**src/rtl/led_fader.sv**
```systemverilog
// led_fader: per-LED PWM afterglow for the active-low LED chaser.
// Requested LEDs are held at full brightness, released ones fade linearly.
module led_fader #(
   parameter int PWM_BITS   = 8,
   parameter int DECAY_DIV  = 16,
   parameter int DECAY_STEP = 8
) (
   input  logic       clk,
   input  logic       rst,
   input  logic [7:0] pattern_n,
   output logic [7:0] leds,
   output logic       decay_tick
);

   localparam logic [PWM_BITS-1:0] MAX  = '1;
   localparam logic [PWM_BITS-1:0] STEP = PWM_BITS'(DECAY_STEP);

   logic [7:0]                s1;
   logic [7:0]                s2;
   logic [DECAY_DIV-1:0]      div_ctr;
   logic [PWM_BITS-1:0]       pwm_ctr;
   logic [7:0][PWM_BITS-1:0]  level;
   logic [7:0][PWM_BITS-1:0]  level_nxt;
   logic [7:0]                lit;

   // pattern_n is asynchronous to clk
   always_ff @(posedge clk) begin
      if (rst) begin
         s1 <= 8'hFF;
         s2 <= 8'hFF;
      end else begin
         s1 <= pattern_n;
         s2 <= s1;
      end
   end

   always_ff @(posedge clk) begin
      if (rst) begin
         div_ctr    <= '0;
         decay_tick <= 1'b0;
         pwm_ctr    <= '0;
      end else begin
         div_ctr    <= div_ctr + 1'b1;
         decay_tick <= &div_ctr;
         pwm_ctr    <= pwm_ctr + 1'b1;
      end
   end

   always_comb begin
      level_nxt = level;
      lit       = '0;
      for (int i = 0; i < 8; i++) begin
         if (!s2[i]) begin
            level_nxt[i] = MAX;
         end else if (decay_tick) begin
            level_nxt[i] = (level[i] > STEP) ? level[i] - STEP : '0;
         end
         // full scale must not blink off when pwm_ctr reaches MAX
         lit[i] = (level[i] == MAX) | (level[i] > pwm_ctr);
      end
   end

   always_ff @(posedge clk) begin
      if (rst) begin
         level <= '0;
         leds  <= 8'hFF;
      end else begin
         level <= level_nxt;
         leds  <= ~lit;
      end
   end

endmodule

```
**config.mk**
```make
export PLATFORM = sky130hd
export DESIGN_NAME = led_fader
export DESIGN_NICKNAME = d
export VERILOG_FILES = /design/src/rtl/led_fader.sv
export SDC_FILE = /design/constraint.sdc
export NUM_CORES = 1
export LEC_CHECK = 0
export ABC_AREA = 1
export CORE_ASPECT_RATIO = 1.5
export CORE_MARGIN = 4
export CORE_UTILIZATION = 55
export DETAILED_ROUTE_END_ITERATION = 12
export PLACE_DENSITY = 0.85
export SETUP_SLACK_MARGIN = 0.05
export SLEW_MARGIN = 20
export SYNTH_ARGS = -nofsm -noshare
export SYNTH_HDL_FRONTEND = slang
export SYNTH_SLANG_ARGS = --single-unit
```
**constraint.sdc**
```tcl
create_clock -name clk -period 1.76 [get_ports clk]
set_input_delay 0.352 -clock clk [delete_from_list [all_inputs] [get_ports clk]]
set_output_delay 0.352 -clock clk [all_outputs]
set_load 0.005 [all_outputs]
```
### Yosys cells after proc, flatten, opt, wreduce, memory -nomap -nowiden

Index checks and enable logic that the tools add are counted.

| word-level totals | value |
|---|---|
| bits of input ports | 10 |
| memories | 0 |
| bits in latches | 0 |
| RAM bits | 0 |
| memory bits (read-only) | 0 |
| register bits after elaboration | 113 |

| operators by class | value |
|---|---|
| multipliers | 0 |
| add/sub/neg operators | 10 |
| order comparisons | 16 |
| equal/unequal tests | 16 |
| muxes and demuxes | 24 |
| bitwise operators | 9 |
| div/mod/pow operators | 0 |
| reduce and logical (&&, ||, !) cells | 1 |
| shifts and indexed selects | 0 |

Operators by type and width:

| kind | count |
|---|---|
| 8-bit 2-to-1 mux | 24 |
| 8-bit equality test (second input constant) | 8 |
| 8-bit by 4-bit > comparator with 1-bit output (second input constant) | 8 |
| 8-bit > comparator | 8 |
| 8-bit by 4-bit subtractor with 8-bit output (second input constant) | 8 |
| 16-bit by 1-bit adder with 16-bit output (second input constant) | 1 |
| 2-bit inequality test (second input constant) | 8 |
| 16-bit AND reduction | 1 |
| 8-bit by 1-bit adder with 8-bit output (second input constant) | 1 |
| 8-bit inverter | 1 |
| 1-bit OR | 8 |

### Depth between registers and ports, before layout

| logic depth | value |
|---|---|
| depth in word-level cells | 4 |
| gate-level depth with buffers | 12 |

### Least setup slack after synthesis

OpenSTA, ideal clock, no wires.

| path | value |
|---|---|
| path kind | flip-flop to flip-flop |
| from | register pwm_ctr[3] |
| to | register leds[1] |
| arrival | 1.166 ns |
| setup slack | 0.469 ns |
| clock period less this slack | 1.291 ns |
| cell stages (with the launch flop) | 12 |
| library setup time | 0.126 ns |
| required time | 1.634 ns |
| cells stage by stage | dfxtp_1 -> inv_1 -> ha_1 -> nand2_1 -> inv_1 -> nand2_1 -> nand2_1 -> nand2_1 -> nand2_1 -> nand2_1 -> nand2_1 -> nand2_1 |

| between the ends | value |
|---|---|
| longest elaborated chain between the ends | 3 |

RTL lines:

| what | RTL line | text |
|---|---|---|
| from (decl) | 21 | `logic [PWM_BITS-1:0] pwm_ctr;` |
| from (signal assigned) | 45 | `pwm_ctr <= pwm_ctr + 1'b1;` |
| 8-bit > comparator | 59 | `lit[i] = (level[i] == MAX) \| (level[i] > pwm_ctr);` |
| 1-bit OR | 59 |  |
| 8-bit inverter | 69 | `leds <= ~lit;` |
| to (signal assigned) | 69 |  |
| to (decl) | 11 | `output logic [7:0] leds,` |

No other way between the ends.
A chain may end at the register's enable or synchronous reset.

### Final worst setup path

| path | value |
|---|---|
| from | register decay_tick |
| to | output decay_tick |

RTL lines:

| what | RTL line | text |
|---|---|---|
| from (decl) | 12 | `output logic decay_tick` |
| from (signal assigned) | 44 | `decay_tick <= &div_ctr;` |

No word-level cell between the ends.

==> results.txt <==
Initial antenna violation count = 0
Total negative slack = 0 ps
DR vias/cell = 5.185
Data required time of the critical path = 1410 ps
Synth Instances = 813
Critical Path Start Type = flip-flop
Global-route wire length before repair = 20.92 mm
Final cell count without fillers = 980
Gr ovfl total = 0
Unrepaired setup endpoints after global routing = false
Largest net degree at the start of global routing = 52
Synthesized cell area = 5811 sq um
Fin. Hold Viols = 0
Setup crit end kind = primary output
NetSw = 1427 uW
Diode count = 0
Total power divided by cell area = 814.6 nW/um^2
Seq. cell area = 1946 sq um
Reg-to-Reg End = leds[0]$_SDFF_PP1_
Drc violations = 0
Num CTS Buffers = 9
Post-layout min period = 1618 ps
Hold Slack = 410.8 ps
Standby leakage power = 0.003131 uW
WL final = 12.04 mm
Count of input and output buffers = 18
WP data arrival = 1270 ps
CP bufs+invs = 1
Slowest CP cell = clkdlybuf4s50_1
Post-CTS Hold Fix Bufs = 0
Comb pwr share = 17.1%
Post-DRT Antenna Nets = 0
Hold Crit Depth = 1
Share of layout cells above drive strength 1 = 7.271%
Area leader, netlist = dfxtp_1
Flop and latch count out of synthesis = 97
P_int = 3843 uW
Vias in the first global route = 4897
Synth top area cells = dfxtp_1 (33%), ha_1 (16%), nand2_1 (14%)
CTS clk-pin slew, worst paths = 60 ps
Clock tree buffer depth = 2
Global placement routability congestion = 0.8776
Fillers = 914
Hold path endpoint = s2[0]$_SDFF_PP1_
Tightest Hold Check Type = flip-flop to flip-flop
Cell row count = 45
Max-slew headroom = 56.18%
Total Nets Final = 918
Mean area per synthesized cell = 7.147 sq um
Worst slew pin tran = 656.3 ps
Die H = 133.9 microns
Max-slew violation count = 0
Register-to-register setup slack = 200 ps
Min-Delay Startpoint = s1[0]$_SDFF_PP1_
CP top delay family = buffers and inverters
Crit path largest cell delay = 520 ps
Clock Power Share = 36.8%
Syn_nets = 897
Most common cell after layout, fill and taps aside = nand2_1
CP max FO = 7
Core ar. = 10250 sq um
Final setup fails = 0
DR iter-0 viols = 258
Clock Latency Late Sink = 350 ps
Starting density of the core = 56.70%
Sw frac = 27.08%
Tot GR Track Use = 20.78%
# Max-Cap Violations = 0
WS Path Type = flip-flop to primary output
CTS Sinks = 97
CTS tree = yes
Multi-input logic area = 3400 sq um
Initial DRT Pass Iterations = 5
Sequential area share after synthesis = 33.42%
Reg power frac = 46.1%
Inst Count DP = 962
Critical-path cell list = clkdlybuf4s50_1
H-tree levels = 3
FF-to-FF Start = pwm_ctr[7]$_SDFF_PP0_
Synth top area share = 33.42%
Worst Reg-to-Reg Cells = 8
Most frequent cells in the layout = nand2_1 (210), inv_1 (99), dfxtp_1 (96), nor2_1 (88), ha_1 (74)
Yosys warnings = 0
Final period util = 91.93%
Layout area overhead = 11.35%
FMAX = 618.0 MHz
DIE WIDTH = 91.93 microns
Yosys cell types = 33
Vias = 5081
Die Area = 12310 sq um
# IOs = 19
Setup Skew = 6.238 ps
Status = completed
Wire per inst = 12.29 microns
VDD IR max = 0.6446 mV
Detailed Place HPWL = 8.500 mm
CTS root buffer = clkbuf_16
how the worst max path moves through the flow:
stage	startpoint	endpoint	cells after the start
finish	decay_tick$_SDFF_PP0_	decay_tick	1
global route	pwm_ctr[5]$_SDFF_PP0_	leds[5]$_SDFF_PP1_	10
CTS	decay_tick$_SDFF_PP0_	decay_tick	1
detailed placement	pwm_ctr[5]$_SDFF_PP0_	leds[5]$_SDFF_PP1_	9
global placement	pwm_ctr[5]$_SDFF_PP0_	leds[5]$_SDFF_PP1_	9
floorplan	pwm_ctr[3]$_SDFF_PP0_	leds[1]$_SDFF_PP1_	11
cell type report:
class | count | share of cell area [%]
multi-input combinational | 596 | 52.54
sequential | 97 | 30.07
tap | 141 | 2.727
inverter | 104 | 6.092
clock inverter | 2 | 0.1547
clock buffer | 14 | 4.390
timing repair buffer | 26 | 4.022
Yosys cell counts (all sizes together):
cell type,count
dfxtp,97
a21o,8
a31oi,2
inv,104
a21oi,73
a211oi,5
nor3,16
nand3,27
clkbuf,8
nand4,12
ha,74
xnor2,6
xor2,11
nor2,92
nand2,213
nor4,1
o21a,6
or2,17
nor3b,1
o21ai,24
buf,8
o31ai,1
nand3b,7
cell families (layout without fill, tap and decap cells):
| kind of cell | after synthesis | count (layout) | synth area share [%] |
|---|---|---|---|
| AND/OR/NAND/NOR | 386 | 386 | 28.85 |
| buffers and inverters | 120 | 146 | 8.075 |
| AO/OA/AOI/OAI | 119 | 119 | 11.15 |
| flip-flops | 97 | 97 | 33.42 |
| adder cells (fa/ha/maj) | 74 | 74 | 15.93 |
| XOR/XNOR | 17 | 17 | 2.562 |
registers in the layout, indices dropped and copies added (netlist names):
name and flops:
pwm_ctr 8, level 48, s1 8, decay_tick 1, s2 8, leds 8
div_ctr 16
power by group through the flow:
stage / clock, uW / sequential, uW / combinational (uW)
floorplan: 0 / 2450 / 668
global placement: 0 / 2480 / 872
detailed placement: 0 / 2480 / 894
CTS: 1960 / 2430 / 907
global route: 2040 / 2450 / 1060
finish: 1940 / 2430 / 901
repair_timing:
action | in CTS | in global routing
buffers inserted | 0 | 2
hold endpoints to repair | 0 | 0
gates resized for setup | 1 | 2
endpoints found under the setup margin | 1 | 3
routing by layer:
metal / global-route usage, % / wire [microns] / up-vias
li1: - / - / 2671
met1: 22.24 / 5104 / 2307
met2: 38.50 / 6233 / 79
met3: 4.265 / 343 / 24
met4: 9.752 / 363 / 0
met5: 0 / 0 / -
per-stage QoR:
step	util, %	setup WS [ps]	area, sq um	power (uW)
2_1_floorplan	-	468.9	5811	3121
3_3_place_gp	60.05	222.5	6153	3350
3_5_place_dp	60.05	190.0	6153	3376
4_1_cts	62.93	82.20	6449	5295
5_1_grt	63.14	49.36	6470	5547
6_report	63.14	142.0	6470	5270
No activity file was read; power rests on OpenSTA's default activity.
